[config.mk]
export PLATFORM = sky130hd
export DESIGN_NAME = deser_rr_sched_flat
export DESIGN_NICKNAME = d
export VERILOG_FILES = /design/src/rtl/deser_rr_sched_if.sv /design/src/rtl/deser_rr_sched.sv /design/src/flat_wrapper.sv
export SDC_FILE = /design/constraint.sdc
export NUM_CORES = 1
export LEC_CHECK = 0
export BUFFER_PORTS_ARGS = -buffer_cell sky130_fd_sc_hd__buf_2
export CAP_MARGIN = 40
export CORE_ASPECT_RATIO = 1.4
export CORE_MARGIN = 2
export CORE_UTILIZATION = 49
export CTS_CLUSTER_DIAMETER = 50
export DETAILED_ROUTE_END_ITERATION = 8
export HOLD_SLACK_MARGIN = 0.15
export PLACE_DENSITY = 0.83
export SETUP_SLACK_MARGIN = 0.5
export SYNTH_ARGS = -nofsm -noshare
export SYNTH_HDL_FRONTEND = slang
export SYNTH_SLANG_ARGS = --single-unit
[constraint.sdc]
create_clock -name clk -period 2.9 [get_ports clk]
set_input_delay 0.58 -clock clk [delete_from_list [all_inputs] [get_ports clk]]
set_output_delay 0.58 -clock clk [all_outputs]
set_load 0.05 [all_outputs]
[src/rtl/deser_rr_sched_if.sv]
// Requester / deserializer / tag-consumer signal bundle for deser_rr_sched.
// master = scheduler side, slave = surrounding environment.
interface deser_rr_sched_if #(
   parameter int NUM_REQ   = 4,
   parameter int INLOGBITS = 3
);
   localparam int INWIDTH = 1 << INLOGBITS;
   localparam int IDW     = $clog2(NUM_REQ);

   logic [NUM_REQ-1:0]         req_valid;
   logic [NUM_REQ-1:0]         req_ready;
   logic [NUM_REQ*INWIDTH-1:0] req_data;
   logic                       des_valid;
   logic                       des_ready;
   logic [INWIDTH-1:0]         des_data;
   logic                       tag_valid;
   logic                       tag_ready;
   logic [IDW-1:0]             tag_id;
   logic                       busy;

   modport master (
      input  req_valid, req_data, des_ready, tag_ready,
      output req_ready, des_valid, des_data, tag_valid, tag_id, busy
   );

   modport slave (
      output req_valid, req_data, des_ready, tag_ready,
      input  req_ready, des_valid, des_data, tag_valid, tag_id, busy
   );
endinterface

[src/rtl/deser_rr_sched.sv]
// Round-robin scheduler granting one deserializer word at a time; source IDs queued in a tag FIFO.
// Optional DESER_RR_SCHED_PRIO0_EN: requester 0 wins every arbitration it takes part in.
module deser_rr_sched #(
   parameter int NUM_REQ    = 4,
   parameter int INLOGBITS  = 3,
   parameter int OUTLOGBITS = 6,
   parameter int TAG_DEPTH  = 2
) (
   input  logic             clk,
   input  logic             rst_n,
   deser_rr_sched_if.master bus
);
   localparam int INWIDTH = 1 << INLOGBITS;
   localparam int BEATS   = 1 << (OUTLOGBITS - INLOGBITS);
   localparam int MAXCNT  = BEATS - 1;
   localparam int IDW     = $clog2(NUM_REQ);
   localparam int CNTW    = OUTLOGBITS - INLOGBITS;
   localparam int PW      = $clog2(TAG_DEPTH);
   localparam int CW      = $clog2(TAG_DEPTH + 1);

   typedef enum logic {IDLE, LOCKED} state_t;

   state_t          state;
   logic [IDW-1:0]  grant;
   logic [IDW-1:0]  last;
   logic [IDW-1:0]  pick;
   logic [CNTW-1:0] cnt;
   logic [IDW-1:0]  mem [TAG_DEPTH];
   logic [PW-1:0]   rd_ptr;
   logic [PW-1:0]   wr_ptr;
   logic [CW-1:0]   count;
   logic [CW-1:0]   count_n;
   logic [IDW-1:0]  tag_id_q;
   logic            locked;
   logic            fifo_full;
   logic            stall;
   logic            xfer;
   logic            push;
   logic            pop;

   // Search last+1, last+2, ...; iterating from the far end lets the nearest hit win.
   always_comb begin
      logic [IDW-1:0] cand;
      cand = '0;
      pick = '0;
      for (int k = NUM_REQ; k >= 1; k--) begin
         cand = IDW'((int'(last) + k) % NUM_REQ);
`ifdef DESER_RR_SCHED_PRIO0_EN
         if (bus.req_valid[cand] && (cand != '0)) pick = cand;
`else
         if (bus.req_valid[cand]) pick = cand;
`endif
      end
`ifdef DESER_RR_SCHED_PRIO0_EN
      if (bus.req_valid[0]) pick = '0;
`endif
   end

   // Only the final beat waits on tag space; full is the registered occupancy, no pop bypass.
   always_comb begin
      locked        = (state == LOCKED);
      fifo_full     = (count == CW'(TAG_DEPTH));
      stall         = (cnt == CNTW'(MAXCNT)) && fifo_full;
      bus.des_valid = locked && bus.req_valid[grant] && !stall;
      bus.des_data  = locked ? bus.req_data[int'(grant)*INWIDTH +: INWIDTH] : '0;
      bus.req_ready = '0;
      if (locked && bus.des_ready && !stall) bus.req_ready[grant] = 1'b1;
      xfer          = bus.des_valid && bus.des_ready;
      push          = xfer && (cnt == CNTW'(MAXCNT));
      pop           = (count != '0) && bus.tag_ready;
      count_n       = count + CW'(push) - CW'(pop);
   end

   always_ff @(posedge clk) begin
      if (!rst_n) begin
         state    <= IDLE;
         grant    <= '0;
         last     <= IDW'(NUM_REQ - 1);
         cnt      <= '0;
         rd_ptr   <= '0;
         wr_ptr   <= '0;
         count    <= '0;
         tag_id_q <= '0;
      end else begin
         case (state)
            IDLE: begin
               if (|bus.req_valid) begin
                  grant <= pick;
                  state <= LOCKED;
               end
            end
            LOCKED: begin
               if (xfer) begin
                  cnt <= cnt + 1'b1;
                  if (push) begin
                     last  <= grant;
                     state <= IDLE;
                  end
               end
            end
            default: state <= IDLE;
         endcase

         if (push) begin
            mem[wr_ptr] <= grant;
            wr_ptr      <= wr_ptr + 1'b1;
         end
         if (pop) rd_ptr <= rd_ptr + 1'b1;
         count <= count_n;

         // Registered head: track what the head will be after this cycle's push/pop.
         if (count_n == '0)
            tag_id_q <= '0;
         else if ((count == '0) || (pop && (count == CW'(1))))
            tag_id_q <= grant;
         else if (pop)
            tag_id_q <= mem[rd_ptr + PW'(1)];
      end
   end

   assign bus.busy      = (state == LOCKED);
   assign bus.tag_valid = (count != '0);
   assign bus.tag_id    = tag_id_q;
endmodule

[src/flat_wrapper.sv]
// flat-port wrapper written by rule: the top's interface ports become plain ports
module deser_rr_sched_flat 
#(
   parameter int NUM_REQ    = 4,
   parameter int INLOGBITS  = 3,
   parameter int OUTLOGBITS = 6,
   parameter int TAG_DEPTH  = 2
)
  (clk, rst_n, bus_req_valid, bus_req_data, bus_des_ready, bus_tag_ready, bus_req_ready, bus_des_valid, bus_des_data, bus_tag_valid, bus_tag_id, bus_busy);
  deser_rr_sched_if #(.NUM_REQ(NUM_REQ), .INLOGBITS(INLOGBITS)) bus_i ();
  input  logic clk;
  input  logic rst_n;
  input wire logic [$bits(bus_i.req_valid)-1:0] bus_req_valid;
  input wire logic [$bits(bus_i.req_data)-1:0] bus_req_data;
  input wire logic [$bits(bus_i.des_ready)-1:0] bus_des_ready;
  input wire logic [$bits(bus_i.tag_ready)-1:0] bus_tag_ready;
  output wire logic [$bits(bus_i.req_ready)-1:0] bus_req_ready;
  output wire logic [$bits(bus_i.des_valid)-1:0] bus_des_valid;
  output wire logic [$bits(bus_i.des_data)-1:0] bus_des_data;
  output wire logic [$bits(bus_i.tag_valid)-1:0] bus_tag_valid;
  output wire logic [$bits(bus_i.tag_id)-1:0] bus_tag_id;
  output wire logic [$bits(bus_i.busy)-1:0] bus_busy;
  assign bus_i.req_valid = bus_req_valid;
  assign bus_i.req_data = bus_req_data;
  assign bus_i.des_ready = bus_des_ready;
  assign bus_i.tag_ready = bus_tag_ready;
  assign bus_req_ready = bus_i.req_ready;
  assign bus_des_valid = bus_i.des_valid;
  assign bus_des_data = bus_i.des_data;
  assign bus_tag_valid = bus_i.tag_valid;
  assign bus_tag_id = bus_i.tag_id;
  assign bus_busy = bus_i.busy;
  deser_rr_sched #(.NUM_REQ(NUM_REQ), .INLOGBITS(INLOGBITS), .OUTLOGBITS(OUTLOGBITS), .TAG_DEPTH(TAG_DEPTH)) u_core (.clk(clk), .rst_n(rst_n), .bus(bus_i));
endmodule
Word-level counts from Yosys, hierarchy flattened
Memory sizes are Yosys's and may differ from the RTL's.
Index checks and enable logic that the tools add are counted.
- flip-flop bits (word level): 14
- memory bits (writable): 4
- input port bits: 40
- output and inout bits: 17
- word-level logic and storage cells: 78
- memories: 1
- add/sub/neg operators: 9
- order comparisons: 6
- equal/unequal tests: 3
- shifts and indexed selects: 1
- mux-type cells: 27
- bitwise logic cells: 2
- reductions and logical operators: 21
- memory list (memory ; words ; width ; read ports ; clocked after Yosys merged registers in ; write ports ; RTL line ; source):
    u_core.mem ; 2 ; 2 ; 1 ; 0 ; 1 ; deser_rr_sched.sv:28 ; logic [IDW-1:0] mem [TAG_DEPTH];
- operator list (operator ; count):
    $shiftx A32 B6 Y8 ; 1
    $lt A2 B3 Y1 const B ; 5
    $mux W1 ; 12
    $mux W2 ; 6
    $bmux W1 S2 ; 5
    $logic_and A1 B1 Y1 ; 10
    $mux W8 ; 1
    $add A2 B1 Y2 const B ; 2
    $add A2 B2 Y2 const B ; 2
    $logic_not A2 Y1 ; 2
    $mux W4 ; 1
    $reduce_and A2 Y1 ; 2
    $reduce_bool A2 Y1 ; 2
    $reduce_or A4 Y1 ; 1
    $add A3 B1 Y3 const B ; 1
    $eq A3 B3 Y1 const B ; 1
    $reduce_and A3 Y1 ; 1
    $add A1 B1 Y1 const B ; 2
    $add A2 B1 Y2 ; 1
    $demux W1 S2 ; 1
    $eq A2 B1 Y1 const B ; 1
    $eq A2 B2 Y1 const B ; 1
    $ge A2 B1 Y1 const B ; 1
    $not A1 Y1 ; 2
    other kinds (5) ; 5

Logic depth before layout (Yosys ltp)
Gate-level depths: netlist of run 1.
- depth in word-level cells: 10
- gate-level depth with buffers: 6
- depth with buffers taken out: 6

Worst setup path after synthesis of run 1
OpenSTA, ideal clock, no wires.
- path kind: flip-flop to output port
- from: reg u_core.state, in the netlist u_core.bus.busy
- to: out bus_req_ready[2]
- arrival time: 2.247 ns
- data required time: 2.320 ns
- path slack: 0.073 ns
- stages on the path, launching flop included: 4
- buffers on the path: 0
- cells stage by stage: dfxtp_1 -> and2_1 -> nand2_1 -> nor3b_1
- cells in the longest elaborated chain, start to end: 3
- RTL lines (what ; RTL line ; source):
    start: declaration ; deser_rr_sched.sv:23 ; state_t state;
    start signal: assignment ; deser_rr_sched.sv:76 ; state <= IDLE;
    start signal: assignment ; deser_rr_sched.sv:89 ; state <= LOCKED;
    start signal: assignment ; deser_rr_sched.sv:97 ; state <= IDLE;
    $logic_and A1 B1 Y1 (2 in a row) ; deser_rr_sched.sv:67 ; if (locked && bus.des_ready && !stall) bus.req_ready[grant] = 1'b1;
    $mux W4 ; deser_rr_sched.sv:67 ;
    end: declaration ; flat_wrapper.sv:17 ; output wire logic [$bits(bus_i.req_ready)-1:0] bus_req_ready;
Every way passes these cells.

Worst setup path after layout of run 1
- from: reg u_core.cnt[0]
- to: out bus_des_valid
- cells in the longest elaborated chain, start to end: 4
- RTL lines (what ; RTL line ; source):
    start: declaration ; deser_rr_sched.sv:27 ; logic [CNTW-1:0] cnt;
    start signal: assignment ; deser_rr_sched.sv:94 ; cnt <= cnt + 1'b1;
    $eq A3 B3 Y1 ; deser_rr_sched.sv:63 ; stall = (cnt == CNTW'(MAXCNT)) && fifo_full;
    $logic_and A1 B1 Y1 ; deser_rr_sched.sv:63 ;
    $logic_not A1 Y1 ; deser_rr_sched.sv:64 ; bus.des_valid = locked && bus.req_valid[grant] && !stall;
    $logic_and A1 B1 Y1 ; deser_rr_sched.sv:64 ;
    end: declaration ; flat_wrapper.sv:18 ; output wire logic [$bits(bus_i.des_valid)-1:0] bus_des_valid;
Every way passes these cells.

==> results_dict.tcl, run 1 <==
set metrics [dict create \
    initialDrtViolationCount 25 \
    first_pass_iters 4 \
    synth_top_area_share_pct 23.12 \
    fmax_mhz 424.4 \
    maxCapViolations 0 \
    synth_cell_type_count 36 \
    stdcell_area_mm2 0.001593 \
    insertion_delay_ps 290 \
    synthCells 116 \
    cts_tree "yes" \
    die_x_um 46.04 \
    slew_headroom_pct 73.24 \
    synthTopCellsByArea "dfxtp_1, edfxtp_1, mux4_2" \
    final_nets 217 \
    grt_pass1_vias 1166 \
    period_share_pct 81.25 \
    numPortBuffers 56 \
    antenna_found_initial 0 \
    start_util_pct 51.27 \
    peakVddDrop_v 0.0002065 \
    ant_nets 0 \
    routed-via-count 1146 \
    via_per_inst 5.847 \
    die_area_mm2 0.002894 \
    syn_area_mm2 0.001212 \
    wl_per_cell_um 15.51 \
    arrival_ps 1780 \
    criticalPathCategory "flip-flop to output pin" \
    crit_path_end_kind "output pin" \
    clock_sinks 18 \
    hold_buffers 0 \
    n_antenna_cell 0 \
    finalWirelength_um 3040 \
    p_leak_nw 0.6946 \
    seq_area_frac_synth_pct 33.02 \
    timing.setup.tns_ps 0 \
    place_congestion 0.7893 \
    hpwlAfterDp_um 2335 \
    async_reset_ff_share_pct 0 \
    die_y_um 62.86 \
    synth_seq_cells 18 \
    grt_overflow 0 \
    grt_max_degree 19 \
    core_mm2 0.002365 \
    grt_pass1_wl_um 4788 \
    finalHoldViolations 0 \
    root_buffer "clkbuf_4" \
    placed_cell_area_mm2 0.001496 \
    cp-start-kind "flip-flop" \
    io_pins 57 \
    path_clk_slew_ps 100 \
    crit_fanout 4 \
    ys_warn_count 0 \
    cts_buffers 3 \
    num_rows 21 \
    maxSlewViolCount 0 \
    ys.flop_type "dfxtp_1" \
    critical_path_required_ps 2320 \
    tightest_slew_ps 391.3 \
    synth_nets 159 \
    synth_largest_area_cell "dfxtp_1" \
    period_minus_slack_ps 2356 \
    clockBufferDepth 2 \
    drive_gt1_share_pct 46.82 \
    drc 0 \
    h-tree-depth 1 \
    setup_violations 0 \
    rsz0062_at_grt "true" \
    grt.total_usage_pct 21.90 \
    power_density_mw_per_mm2 415.3 \
    min_path_type "flip-flop to flip-flop" \
    synth_edf_count 4 \
    syn-mean-instance-area_um2 10.45 \
    fin_skew_ps 5.119 \
    status "complete, no violations" \
    area_growth_pct 31.37 \
]
[cells in the final DEF, fill, tap and decap left out, types with 4 or more instances in the layout]
master / netlist / routed
nor2b_1: 6 / 6
nand2_1: 7 / 6
edfxtp_1: 4 / 4
dfxtp_1: 14 / 12
buf_2: 2 / 52
and2_1: 13 / 13
inv_1: 5 / 5
o21ai_0: 6 / 6
nor2_1: 6 / 6
buf_4: 0 / 4
clkbuf_4: 0 / 4
mux4_2: 5 / 5
mux4_1: 4 / 4
[area by class of cell]
cell class | count | area, um^2
Clock inverter | 1 | 3.754
Fill cell | 199 | 772.0
Sequential cell | 18 | 405.4
Multi-Input combinational cell | 87 | 793.3
Inverter | 5 | 18.77
Timing Repair Buffer | 59 | 320.3
Clock buffer | 3 | 22.52
Tap cell | 23 | 28.78
[cell usage after synthesis, drive strengths merged (3+ instances only)]
library cell	count
dfxtp	14
and2	13
mux4	9
nand2	7
nor2	6
nor2b	6
o21ai	6
inv	5
nor3	5
edfxtp	4
and3	3
buf	3
clkbuf	3
ha	3
nand3	3
nor3b	3
o32a	3
xnor2	3
[critical path, cell delays in order, from the launching register on]
cell and delay (ps):
dfxtp_1 380, ha_2 220, ha_4 180, nand3b_1 160, buf_4 180, and3_1 160
clkbuf_4 210
[timing repair]
item / in CTS / in global routing
pin swaps: 1 / 2
endpoints found under the setup margin: 13 / 9
resized for setup: 5 / 12
buffers inserted: 2 / 0
[metal layers]
layer	wire length, um	global-route usage (%)	vias up
met5	0	0	-
met4	29	5.357	0
met3	180	2.890	5
met2	1699	40.63	48
met1	1131	24.53	541
li1	-	-	552
[sequential cells by signal, summed over array words and instances (netlist names)]
register and flops:
u_core.cnt 3, u_core.mem 4, u_core.last 2, u_core.bus.busy 1
u_core.wr_ptr 1, u_core.rd_ptr 1, u_core.grant 2, u_core.bus.tag_id 2
u_core.count 2
[power by group]
group	switching (W)	internal, W
clock network	0.0000757	0.0000500
logic	0.000140	0.000108
registers	0.0000199	0.000268
total	0.000235	0.000426
[final timing paths]
kind / start / endpoint / slack (ps) / cells after the start
setup / recovery: u_core.cnt[0] / bus_des_valid / 540 / 6
hold / removal: u_core.cnt[1] / u_core.cnt[1] / 510 / 2
setup reg to reg: u_core.cnt[0] / u_core.mem[1][0] / 890 / 8
hold reg to reg: u_core.cnt[1] / u_core.cnt[1] / 510 / 2
[logic make-up (layout without fill, tap and decap cells)]
family / after synthesis / after routing / synth area share, %
adders and majority gates: 3 / 3 / 3.096
muxes: 12 / 12 / 20.64
buffers and inverters: 11 / 68 / 4.231
DFF: 18 / 18 / 33.02
and+or+nand+nor: 50 / 50 / 25.59
AOI/OAI and AO/OA: 17 / 17 / 9.805
xor gates and xnor gates: 5 / 5 / 3.613
[per-stage QoR]
stage          util [%]  std cells  power [W]  hold WS [ps]  setup slack, ps
5_1_grt           67.35        196  0.0006881         544.6            493.3
2_1_floorplan         -        116  0.0004701         420.2            72.97
3_3_place_gp      63.28        190  0.0005270         463.6            658.8
6_report          67.35        196  0.0006614         509.4            543.8
3_5_place_dp      63.28        190  0.0005361         477.4            638.5
4_1_cts           65.45        196  0.0006567         490.4            485.6
Power figures use the tool's default switching activity.
==> run 2: changes to the inputs <==
Settings changed: CORE_UTILIZATION 49 to 46, PLACE_DENSITY 0.83 to 0.78.
Clock period 2.9 ns to 2.5 ns, I/O delays scaled along.
==> results_dict.tcl, run 2 (synthesis results as in run 1) <==
set metrics [dict create \
    status "complete, no violations" \
    mostFrequentLayoutCell "buf_2" \
    die_area_mm2 0.003068 \
    start_util_pct 47.36 \
    reg_top3 "u_core.mem: 4 flops, u_core.cnt: 3 flops" \
    timing.setup.tns_ps 0 \
    power_density_mw_per_mm2 436.4 \
    first_pass_iters 4 \
    insertion_delay_ps 290 \
    slew_headroom_pct 71.41 \
    period_share_pct 87.01 \
    via_per_inst 5.367 \
    largest_reg_flops 4 \
    fmax_mhz 459.7 \
    clockBufferDepth 2 \
    initialDrtViolationCount 30 \
    arrival_ps 1680 \
    n_fill_cell 183 \
    p_leak_nw 0.8184 \
    die_y_um 64.75 \
    peakVddDrop_v 0.0003151 \
    period_minus_slack_ps 2175 \
    area_growth_pct 60.16 \
    setup_violations 0 \
    crit_fanout 4 \
    cp-start-kind "flip-flop" \
    ant_nets 0 \
    drive_gt1_share_pct 61.58 \
    maxCapViolations 0 \
    h-tree-depth 1 \
    place_congestion 0.7769 \
    grt_overflow 0 \
    root_buffer "clkbuf_4" \
    numPortBuffers 56 \
    finalWirelength_um 3495 \
    io_pins 57 \
    hpwlAfterDp_um 2342 \
    cts_tree "yes" \
    critical_path_required_ps 2000 \
    maxSlewViolCount 0 \
    dp_cells 205 \
    core_mm2 0.002560 \
    fin_skew_ps 4.236 \
    worst_hold_slack_ps 508.2 \
    grt.total_usage_pct 24.02 \
    finalHoldViolations 0 \
    cts_buffers 3 \
    criticalPathCategory "flip-flop to output pin" \
    grt_max_degree 19 \
    p_total_w 0.0008474 \
    final_nets 234 \
    clock_sinks 18 \
    grt_pass1_vias 1260 \
    tightest_slew_ps 418.1 \
    num_rows 22 \
    path_clk_slew_ps 100 \
    layout.cells.non_filler 226 \
    routed-via-count 1213 \
    final_cell_mix "buf_2, buf_4, buf_6, mux4_2, dfxtp_1" \
    die_x_um 47.39 \
    crit_path_end_kind "output pin" \
    regMostFlops "u_core.mem" \
    drc 0 \
    n_antenna_cell 0 \
    grt_pass1_wl_um 5368 \
    min_path_type "flip-flop to flip-flop" \
    wl_per_cell_um 15.46 \
    rsz0062_at_grt "true" \
    antenna_found_initial 0 \
]
[run 2: changes by cell type in the layout (fill, tap and decap cells not counted), sizes merged]
cell / before / now
buf: 58 / 76
clkinv: 1 / 0
[run 2: repair_timing]
action,CTS,global route
hold buffers,0,0
gates cloned,1,0
pin swaps,6,3
setup endpoints to repair,13,16
setup buffers,10,6
resized for setup,54,9
[run 2: worst paths after layout]
path | end | cells after the start | start | slack (ps)
worst max register to register | u_core.mem[1][0] | 11 | u_core.cnt[0] | 480
worst max-delay path | bus_req_ready[1] | 6 | u_core.cnt[0] | 320
worst min-delay path | u_core.cnt[1] | 2 | u_core.cnt[1] | 510
worst min register to register | u_core.cnt[1] | 2 | u_core.cnt[1] | 510
[run 2: stage by stage]
step / setup slack [ps] / utilization [%] / area (um^2)
after global routing: 253.1 / 75.86 / 1942
after floorplan: 485.5 / - / 1285
after global placement: 426.5 / 62.41 / 1598
after CTS: 328.3 / 72.58 / 1858
after detailed placement: 412.8 / 62.41 / 1598
final: 324.8 / 75.86 / 1942
[run 2: layout make-up]
cell class / count / area [um^2] / area share [%]
Clock buffer: 4 / 26.28 / 1.353
Multi-Input combinational cell: 87 / 858.3 / 44.20
Tap cell: 36 / 45.04 / 2.320
Inverter: 5 / 18.77 / 0.9665
Sequential cell: 18 / 409.1 / 21.07
Timing Repair Buffer: 76 / 584.3 / 30.09
[run 2: where the power goes]
| group | internal, W | total (W) | leakage [nW] | switching, W |
|---|---|---|---|---|
| Sequential | 0.000311 | 0.000333 | 0.153 | 0.0000213 |
| Combinational | 0.000182 | 0.000364 | 0.651 | 0.000183 |
| Clock | 0.0000621 | 0.000150 | 0.0150 | 0.0000884 |
[run 2: routing by layer]
metal | GRT usage [%] | up-vias | part of all wire, %
met5 | 0 | - | 0
li1 | - | 585 | -
met3 | 4.735 | 10 | 2.2
met1 | 25.18 | 593 | 36
met4 | 10.07 | 0 | 1.8
met2 | 43.24 | 25 | 60
[run 2: worst max-delay path, stage by stage, from the launching register on]
cell      delay [ps]
dfxtp_2          350
ha_4             160
ha_4             150
nand3b_1         190
nand2_4          120
nor3b_4          220
buf_6            190
